===== src/rtl/body_upload_arbiter.sv =====
// body_upload_arbiter: shares the snake segment memory between game-logic moves and the per-frame body upload.
// Define MOVE_WATCHDOG_EN to bound MOVE with a 1023-cycle watchdog that sets sticky wd_error.
module body_upload_arbiter #(
  parameter int SNAKE_LENGTH_BIT = 4,
  parameter int SNAKE_LENGTH_MAX = 16,
  parameter int TRIGGER_Y        = 481
) (
  input  logic                        clock_25,
  input  logic                        reset,
  input  logic [9:0]                  X,
  input  logic [9:0]                  Y,
  input  logic [SNAKE_LENGTH_BIT-1:0] snake_length,
  input  logic                        move_req,
  input  logic                        move_done,
  input  logic [6:0]                  mem_rd_data_x,
  input  logic [6:0]                  mem_rd_data_y,
  output logic [SNAKE_LENGTH_BIT-1:0] mem_rd_addr,
  output logic [SNAKE_LENGTH_BIT-1:0] body_count,
  output logic [6:0]                  snake_body_x,
  output logic [6:0]                  snake_body_y,
  output logic                        body_valid,
  output logic                        move_grant,
  output logic                        semaforo,
  output logic                        frame_done,
  output logic                        wd_error
);
  typedef enum logic [1:0] {IDLE, MOVE, READ, FLUSH} state_t;
  localparam logic [SNAKE_LENGTH_BIT-1:0] N_CAP = SNAKE_LENGTH_BIT'(SNAKE_LENGTH_MAX - 1);
  state_t state, state_nx;
  logic pending, pending_nx, trig, issue, v1;
  logic grant_nx, sem_nx, done_nx;
  logic [SNAKE_LENGTH_BIT-1:0] n, n_nx, cnt, cnt_nx, addr_nx, len_cap, c1;
`ifdef MOVE_WATCHDOG_EN
  logic [9:0] wd_cnt, wd_cnt_nx;
  logic wd_err_nx;
`endif
  assign trig    = (X == 10'd0) && (Y == 10'(TRIGGER_Y));
  assign issue   = (state == READ) && (n != '0);
  assign len_cap = (snake_length > N_CAP) ? N_CAP : snake_length;
  always_comb begin
    state_nx   = state;
    pending_nx = pending | trig;
    n_nx       = n;
    cnt_nx     = cnt;
    addr_nx    = mem_rd_addr;
    grant_nx   = 1'b0;
    sem_nx     = 1'b0;
    done_nx    = 1'b0;
`ifdef MOVE_WATCHDOG_EN
    wd_cnt_nx  = '0;
    wd_err_nx  = wd_error;
`endif
    case (state)
      IDLE: begin
        if (pending || trig) begin
          state_nx   = READ;
          pending_nx = 1'b0;
          n_nx       = len_cap;
          cnt_nx     = '0;
          addr_nx    = '0;
          sem_nx     = 1'b1;
        end else if (move_req) begin
          state_nx = MOVE;
          grant_nx = 1'b1;
        end
      end
      MOVE: begin
        grant_nx = ~move_done;
        state_nx = move_done ? IDLE : MOVE;
`ifdef MOVE_WATCHDOG_EN
        wd_cnt_nx = wd_cnt + 10'd1;
        if (!move_done && wd_cnt == 10'd1022) begin
          state_nx  = IDLE;
          grant_nx  = 1'b0;
          wd_err_nx = 1'b1;
        end
`endif
      end
      READ: begin
        sem_nx = 1'b1;
        if (n == '0 || cnt == n - 1'b1) begin
          state_nx = FLUSH;
          // nothing in flight when N==0, so the drain is cut to a single cycle
          cnt_nx   = (n == '0) ? SNAKE_LENGTH_BIT'(1) : '0;
        end else begin
          cnt_nx  = cnt + 1'b1;
          addr_nx = cnt + 1'b1;
        end
      end
      FLUSH: begin
        state_nx = (cnt == SNAKE_LENGTH_BIT'(1)) ? IDLE : FLUSH;
        done_nx  = (cnt == SNAKE_LENGTH_BIT'(1));
        sem_nx   = (cnt != SNAKE_LENGTH_BIT'(1));
        cnt_nx   = cnt + 1'b1;
      end
      default: state_nx = IDLE;
    endcase
  end
  always_ff @(posedge clock_25 or negedge reset) begin
    if (!reset) begin
      state        <= IDLE;
      pending      <= 1'b0;
      n            <= '0;
      cnt          <= '0;
      v1           <= 1'b0;
      c1           <= '0;
      mem_rd_addr  <= '0;
      body_count   <= '0;
      snake_body_x <= '0;
      snake_body_y <= '0;
      body_valid   <= 1'b0;
      move_grant   <= 1'b0;
      semaforo     <= 1'b0;
      frame_done   <= 1'b0;
`ifdef MOVE_WATCHDOG_EN
      wd_cnt       <= '0;
      wd_error     <= 1'b0;
`endif
    end else begin
      state       <= state_nx;
      pending     <= pending_nx;
      n           <= n_nx;
      cnt         <= cnt_nx;
      mem_rd_addr <= addr_nx;
      move_grant  <= grant_nx;
      semaforo    <= sem_nx;
      frame_done  <= done_nx;
      v1          <= issue;
      c1          <= mem_rd_addr;
      body_valid  <= v1;
      if (v1) begin
        body_count   <= c1;
        snake_body_x <= mem_rd_data_x;
        snake_body_y <= mem_rd_data_y;
      end
`ifdef MOVE_WATCHDOG_EN
      wd_cnt   <= wd_cnt_nx;
      wd_error <= wd_err_nx;
`endif
    end
  end
`ifndef MOVE_WATCHDOG_EN
  assign wd_error = 1'b0;
`endif
endmodule

===== config.mk =====
export PLATFORM = sky130hd
export DESIGN_NAME = body_upload_arbiter
export DESIGN_NICKNAME = d
export VERILOG_FILES = /design/src/rtl/body_upload_arbiter.sv
export SDC_FILE = /design/constraint.sdc
export NUM_CORES = 1
export LEC_CHECK = 0
export CAP_MARGIN = 15
export CELL_PAD_IN_SITES_DETAIL_PLACEMENT = 1
export CELL_PAD_IN_SITES_GLOBAL_PLACEMENT = 2
export CORE_MARGIN = 3
export CORE_UTILIZATION = 27
export DETAILED_ROUTE_END_ITERATION = 6
export PLACE_DENSITY = 0.8
export RECOVER_POWER = 50
export SLEW_MARGIN = 20
export SYNTH_ARGS = -nofsm -noshare
export SYNTH_HDL_FRONTEND = slang
export SYNTH_SLANG_ARGS = --single-unit

===== constraint.sdc =====
create_clock -name clock_25 -period 2.2 [get_ports clock_25]
set_clock_uncertainty 0.1 [all_clocks]
set_input_delay 0.22 -clock clock_25 [delete_from_list [all_inputs] [get_ports clock_25]]
set_output_delay 0.22 -clock clock_25 [all_outputs]
set_load 0.02 [all_outputs]

==> run metrics, run 1 <==
status=completed; Syn Inst Count=approximately 150; critical path class=flip-flop to flip-flop; Detailed Route WL=between 4000 and 5000 µm; final core occ=between 40% and 50%; share of the synthesized area in the top cell type=56.9%; Most used DFF post-synth=dfrtp_1; Netlist cell types=40; post-route cell area=between 2000 and 3000 µm²; largest net degree at the start of global routing=20; Post-Syn Nets=between 150 and 200; Min Clock Period, post-route=around 2.0 ns; hold slack=~0.30 ns; Inserted Clock Buffers=5; Post-DRT Antenna Nets=0; vias in the first global route=~1500; EDFF count, synth=0; period utilization=approximately nine tenths; CTS Sinks=42; H-tree levels=2; mapped cell area=~1800 µm²; worst slack at placement=0.0733 ns; antenna violations before repair=0; Yosys top cell by area=dfrtp_1; Ys Warns=0; top post-synthesis cells by area=dfrtp_1, mux2_2, ha_1; Fmax achieved=roughly 0.5 GHz; Die W=just under 90 µm; worst reg2reg startpoint=n[0]; CORE AREA=6490 µm²; CTS max path bufs=2; Worst-Skew Late Latency=around 0.29 ns; min-delay src=mem_rd_addr[1]; aggregate global-route resource usage=between 10% and 20%; Slew headroom=34.4%; Via Count=~1400; share of layout cells above drive strength 1=between 10% and 20%; die area=between 7000 and 8000 µm²; Tightest Pin Transition=just under 1 ns; # Post-CTS Setup Buffers=0; Hold Path Class=flip-flop to flip-flop; RSZ-0062 raised after global routing=false; CTS tree=yes; area grow syn2layout=47.3%; DR iter-0 viols=36; Row Count=29; ys async rst share=between 90% and 100%; total gr overflow=0; HPWL after detailed placement=between 3000 and 4000 µm; clock root buffer=clkbuf_8; Placer Congestion=0.745; Ant. Diodes=0; arrival time worst endpoint=just over 2 ns; fill count=around 700; DR pass1 iterations=3; Req. time, crit path=2.28 ns; Avg Inst Size Synth=about 13 µm²; Max-Cap Viols=0; Static Leak=roughly 1.2 nW; Setup-failing EPs final=0; Final Max Slew Viols=0; die extent in y=roughly 89 µm; Worst setup SP type=flip-flop; Hold Vio Cnt, Final=0; CP startpoint=n[0]; crit-path max FO=3; Seq/Total Area, Yosys=~57%; # IOs=69; Placed Area=~2600 µm²; final net count=about 270; most frequent cell after synthesis=dfrtp_1; Synth Register Bits=42; Starting Density=between 20 and 30%; Worst setup EP type=flip-flop; Setup WS post-layout=around 0.23 ns; most frequent cells after synthesis=dfrtp_1, mux2_2, nand2_1; Routed WL per cell=approximately 14 µm; clock-pin transition on the worst setup and hold timing paths=around 0.080 ns; Max VDD drop=about 0.27 mV; port bufs=between 60 and 70; pwr dens=~1200 nW/µm²; Final TNS setup=0 ns; vias per cell=around 4.7; first-pass GRT wire length=6720 µm; DRC viols=0
-- per-layer routing --
layer  vias up  global-route usage (%)  part of all wire, %  wire, µm
met4         0                    2.88                 0.95        40
met2        67                    19.0                   47      1960
met1       684                    13.2                   43      1810
li1        666                       -                    -         -
met5         -                       0                    0         0
met3         4                    3.54                  9.4       394
-- logic make-up after synthesis --
| group | after synthesis | share of synthesized area (%) |
|---|---|---|
| multiplexers | 20 | 12.2 |
| buffers and inverters | 11 | 2.78 |
| adder cells (fa/ha/maj) | 4 | 2.71 |
| XOR/XNOR | 8 | 4.54 |
| AO/OA/AOI/OAI | 22 | 9.01 |
| AND/OR/NAND/NOR | 37 | 11.7 |
| flip-flops | 42 | 56.9 |
| other | 1 | 0.203 |
-- flip-flops by register name (all words and copies together), names as in the netlist --
signal,count
semaforo,1
body_count,4
frame_done,1
pending,1
move_grant,1
snake_body_y,7
mem_rd_addr,4
c1,4
n,4
snake_body_x,7
cnt,4
v1,1
body_valid,1
state,2
-- cells in the final DEF (no fill, tap or decap), types with 3 or more instances in the layout --
cell type / n
clkdlybuf4s50_1: 66
clkbuf_1: 3
o22ai_1: 5
nand3_1: 4
o21ai_0: 5
dfrtp_1: 42
nor2_1: 5
ha_1: 4
mux2_2: 20
inv_1: 5
nand2_1: 11
buf_4: 6
xor2_1: 3
xnor2_1: 4
clkbuf_8: 5
-- stage by stage --
step / std cells / power [mW]
CTS: 300 / 3.33
floorplan: 145 / 2.13
global placement: 292 / 2.80
finish: 300 / 3.26
detailed placement: 292 / 2.84
global route: 300 / 3.50
-- path summary, 6_finish.rpt --
check / cells after the start / end / slack [ns]
max reg2reg: 7 / cnt[3] / 0.23
max in group asynchronous: 3 / frame_done / 0.43
min: 0 / c1[1] / 0.30
min reg2reg: 0 / c1[1] / 0.30
max: 7 / cnt[3] / 0.23
min in group asynchronous: 2 / c1[1] / 0.46
-- repair_timing --
action | 4_1_cts | 5_1_grt
hold endpoints to repair | 15 | 0
hold buffers | 1 | 0
gates resized for setup | 0 | 0
-- cell type report --
cell class | instances | area, µm² | area share, %
Sequential cell | 42 | 1050 | 38.6
Multi-Input combinational cell | 92 | 746 | 27.4
Timing Repair Buffer | 77 | 732 | 26.9
Tap cell | 77 | 96.3 | 3.54
Clock buffer | 5 | 68.8 | 2.53
Inverter | 5 | 18.8 | 0.689
Clock inverter | 2 | 10.0 | 0.368
-- critical path, stage by stage, from the launching register on --
cell	delay, ns
dfrtp_1	0.39
inv_1	0.09
ha_1	0.31
xor2_1	0.17
nand3_1	0.13
or2_4	0.26
nor3b_1	0.14
a311o_1	0.28
-- where the power goes --
| part | internal (mW) | switching, mW | total, mW |
|---|---|---|---|
| combinational | 0.809 | 0.715 | 1.52 |
| clock | 0.213 | 0.253 | 0.466 |
| sequential | 1.07 | 0.198 | 1.27 |
| total | 2.09 | 1.17 | 3.26 |
No activity file was read; power rests on OpenSTA's default activity.
==> run 2, diff against run 1 <==
Settings changed: CORE_UTILIZATION 27 to 39, DONT_BUFFER_PORTS from default to 1, PLACE_DENSITY 0.8 to 0.79.
==> run metrics, run 2 (synthesis gave the netlist of run 1 again) <==
hold slack=0.0366 ns; final net count=216; pwr dens=1290 nW/µm²; non-filler cells, final=223; H-tree levels=2; critical path's largest stage delay=0.39 ns; aggregate global-route resource usage=approximately 15%; Max-Cap Viols=0; sequential share of power=~57%; Placed Cells=between 150 and 200; commonest non-fill, non-tap cell in the layout=dfrtp_1; switching share of power=about two fifths; Row Count=24; Placer Congestion=0.840; DR pass1 iterations=4; switching pwr=1.15 mW; Die W=74.8 µm; Post-DRT Antenna Nets=0; Min Clock Period, post-route=between 1.5 and 2 ns; reg-to-reg slack, setup=0.24 ns; largest net degree at the start of global routing=between 40 and 50; clock-pin transition on the worst setup and hold timing paths=0.08 ns; critical path class=flip-flop to flip-flop; die extent in y=roughly 75 µm; first-pass GRT wire length=about 6100 µm; # IOs=between 60 and 70; CP max-delay cell=dfrtp_1; Fmax achieved=0.510 GHz; Regs by FF count=snake_body_x (7), snake_body_y (7); Pwr Total=about 2.8 mW; Detailed Route WL=3960 µm; HPWL after detailed placement=2710 µm; commonest non-fill, non-tap cells in the layout=dfrtp_1, mux2_2, dlygate4sd3_1, nand2_1; vias per cell=5.66; Setup-failing EPs final=0; worst reg2reg startpoint=n[0]; Hold-fix buffers, CTS=21; Via Count=1262; CORE AREA=between 4000 and 5000 µm²; Req. time, crit path=between 2 and 2.5 ns; Hold Vio Cnt, Final=0; Hold Path Class=input pin to flip-flop; Int Pwr=between 1.5 and 2 mW; Setup WS post-layout=~0.24 ns; CTS Sinks=between 40 and 50; die area=between 5000 and 6000 µm²; clock root buffer=clkbuf_8; register area=1050 µm²; total gr overflow=0; vias in the first global route=1281; Clock Power Share=17.7%; DRC viols=0; r2r worst-path depth=7; worst slack at placement=approximately 0.24 ns; Max VDD drop=~0.40 mV; R2R Path End=cnt[3]; Worst setup SP type=flip-flop; Final Max Slew Viols=0; DR iter-0 viols=about 60; antenna violations before repair=0; # Post-CTS Setup Buffers=0; Cells on Worst Hold Path=2; Worst-Skew Late Latency=0.29 ns; Starting Density=41.3%; RSZ-0062 raised after global routing=false; Routed WL per cell=between 15 and 20 µm; area grow syn2layout=19.2%; min-delay src=move_done; critical-path cell list=inv_1 > ha_1 > xor2_1 > nand3_1 > or2_4 > nor3b_1 > a311o_1; PostCTS Resize Cnt=0; share of layout cells above drive strength 1=22.8%; Worst setup EP type=flip-flop; power share of the combinational group=approximately a quarter; arrival time worst endpoint=between 2 and 2.5 ns; crit-path max FO=3; port bufs=0; Static Leak=approximately 0.96 nW; status=completed; CTS max path bufs=2; period utilization=89.2%; CTS tree=yes; WHS Endpoint=move_grant; Ant. Diodes=0; Slew headroom=a little under a third; Tightest Pin Transition=roughly 1.0 ns; fill count=just under 500; Multi-input gate area=approximately 750 µm²; Final TNS setup=0 ns; Inserted Clock Buffers=5
run 2: layout make-up:
class	count	area share (%)
clock inverter	3	1.14
inverter	5	0.852
multi-input combinational	92	33.9
sequential	42	47.7
tap	52	2.95
timing repair buffer	24	10.3
clock buffer	5	3.13
run 2: worst max-delay path by stage:
stage               from              to  slack, ns  depth (start not counted)
floorplan           n[0]          cnt[3]       0.37                          7
global placement    n[0]          cnt[3]       0.33                          7
detailed placement  n[0]          cnt[3]       0.24                          7
CTS                 n[0]          cnt[3]       0.22                          7
global route        n[0]  mem_rd_addr[1]       0.04                          7
finish              n[0]          cnt[3]       0.24                          7
run 2: critical path: cells and delay by family, from the launching register on:
| family | cells | cell delay [ns] |
|---|---|---|
| and+or+nand+nor | 3 | 0.52 |
| DFF | 1 | 0.39 |
| adders and majority gates | 1 | 0.32 |
| AOI/OAI and AO/OA | 1 | 0.27 |
| xor gates and xnor gates | 1 | 0.17 |
| buffers and inverters | 1 | 0.09 |
run 2: power groups by stage:
stage          Combinational, mW  Sequential (mW)  Clock (mW)
6_report                   0.718             1.63       0.504
5_1_grt                    0.811             1.68       0.564
4_1_cts                    0.734             1.64       0.522
3_5_place_dp               0.679             1.66           0
3_3_place_gp               0.633             1.63           0
2_1_floorplan              0.616             1.51           0
run 2: per-layer routing:
metal | global-route usage, % | routed length [µm]
met1 | 16.3 | 1480
met2 | 26.7 | 2130
met3 | 4.94 | 289
met4 | 4.74 | 51
met5 | 0 | 0
run 2: metrics by stage:
| step | area, µm² | utilization, % |
|---|---|---|
| after floorplan | 1850 | - |
| after global placement | 1900 | 42.5 |
| after detailed placement | 1900 | 42.5 |
| after CTS | 2220 | 49.6 |
| after global routing | 2200 | 49.2 |
| final | 2200 | 49.2 |
==> run 3, diff against run 2 <==
Settings changed: CORE_MARGIN 3 to default, REMOVE_ABC_BUFFERS from default to 1.
==> run metrics, run 3 (synthesis gave the netlist of run 1 again) <==
R2R Path End=cnt[3]; Max-Cap Viols=0; non-filler cells, final=about 220; Ant. Diodes=0; Row Count=24; Post-DRT Antenna Nets=0; Worst Path Buf+Inv=1; Worst-Skew Late Latency=between 0.2 and 0.3 ns; # Post-CTS Setup Buffers=0; Placed Cells=approximately 200; Setup-failing EPs final=0; Req. time, crit path=~2.3 ns; critical-path cell list=inv_1 > ha_1 > xor2_1 > nand3_1 > or2_4 > nor3b_1 > a311o_1; Worst path top cell family by delay=simple AND/OR/NAND/NOR gates; share of layout cells above drive strength 1=22.8%; antenna violations before repair=0; die area=about 5000 µm²; post-route cell area=2190 µm²; DRC viols=4; area grow syn2layout=18.8%; routed wl met3=between 200 and 300 µm; die extent in y=between 70 and 80 µm; Tightest Pin Transition=about 1.0 ns; top sig layer=met4; status=complete, but fails checks; port bufs=0; crit-path max FO=3; HPWL after detailed placement=roughly 2600 µm; Starting Density=roughly two fifths; H-tree levels=2; critical path's largest stage delay=about 0.38 ns; final net count=roughly 220; Via Count=approximately 1200; Routed WL per cell=17.1 µm; vias in the first global route=about 1300; met2 WL=about 2000 µm; critical path class=flip-flop to flip-flop; Hold Vio Cnt, Final=0; Placed Area=1910 µm²; Min Clock Period, post-route=around 2.0 ns; worst reg2reg startpoint=n[0]; WP depth=7; Hold-fix buffers, CTS=21; failing checks=design-rule violations; end point of the critical path=cnt[3]; Final TNS setup=0 ns; met1 wire length=between 1000 and 1500 µm; Detailed Route WL=about 3800 µm; CORE AREA=4440 µm²; DR pass1 iterations=7; Setup WS post-layout=around 0.25 ns; commonest non-fill, non-tap cells in the layout=dfrtp_1, mux2_2, dlygate4sd3_1, nand2_1; Worst setup EP type=flip-flop; # IOs=69; commonest non-fill, non-tap cell in the layout=dfrtp_1; Regs by FF count=snake_body_x (7), snake_body_y (7); Final Max Slew Viols=0; Slew headroom=33.3%; CP startpoint=n[0]; Worst setup SP type=flip-flop; RSZ-0062 raised after global routing=false; worst slack at placement=about 0.26 ns; CTS max path bufs=2; Fmax achieved=between 0.5 and 0.6 GHz; first-pass GRT wire length=between 6000 and 7000 µm; total gr overflow=0; Max VDD drop=0.444 mV; fill count=between 400 and 500; Die W=just over 70 µm; DR iter-0 viols=63; Cells on Worst Hold Path=2; arrival time worst endpoint=just over 2 ns; Hold Path Class=input pin to flip-flop; reg-to-reg slack, setup=0.25 ns; CTS tree=yes; Placer Congestion=about 0.79; pwr dens=roughly 1300 nW/µm²; Inserted Clock Buffers=5; clock root buffer=clkbuf_8; aggregate global-route resource usage=between 15 and 20%; vias per cell=about 5.5; largest net degree at the start of global routing=43; CP max-delay cell=dfrtp_1; CTS Sinks=between 40 and 50; period utilization=88.6%; PostCTS Resize Cnt=0; clock-pin transition on the worst setup and hold timing paths=approximately 0.080 ns; Static Leak=0.963 nW; r2r worst-path depth=7
[run 3: final cells by class]
type / count / area [µm²] / share of cell area (%)
well taps: 52 / 65.1 / 2.96
repair buffers: 25 / 235 / 10.7
clock inverters: 2 / 10.0 / 0.456
clock buffers: 5 / 68.8 / 3.14
inverters: 5 / 18.8 / 0.855
flip-flops and latches: 42 / 1050 / 47.9
multi-input cells: 92 / 746 / 34.0
[run 3: layer usage]
layer  global-route usage [%]  up-vias
met2                     29.7       58
met4                     5.33        0
met3                     5.13        5
met5                        0        -
li1                         -      562
met1                     18.7      598
[run 3: power breakdown]
group	total [mW]	internal [mW]	switching [mW]
combinational	0.715	0.404	0.311
clock	0.458	0.213	0.245
sequential	1.62	1.07	0.551
total	2.79	1.69	1.11
[run 3: how the worst min path moves through the flow]
stage | from | slack (ns) | end
after floorplan | reset | -0.18 | body_count[0]
after global placement | reset | -0.17 | snake_body_y[2]
after detailed placement | reset | -0.17 | snake_body_y[6]
after CTS | move_done | 0.04 | move_grant
after global routing | move_done | 0.05 | move_grant
final | move_done | 0.05 | move_grant
[run 3: stage by stage]
step	utilization (%)	power [mW]	hold WS [ns]
2_1_floorplan	-	2.11	-0.176
3_3_place_gp	43.0	2.26	-0.175
3_5_place_dp	43.0	2.32	-0.175
4_1_cts	49.7	2.83	0.0442
5_1_grt	49.4	2.97	0.0544
6_report	49.4	2.79	0.0540
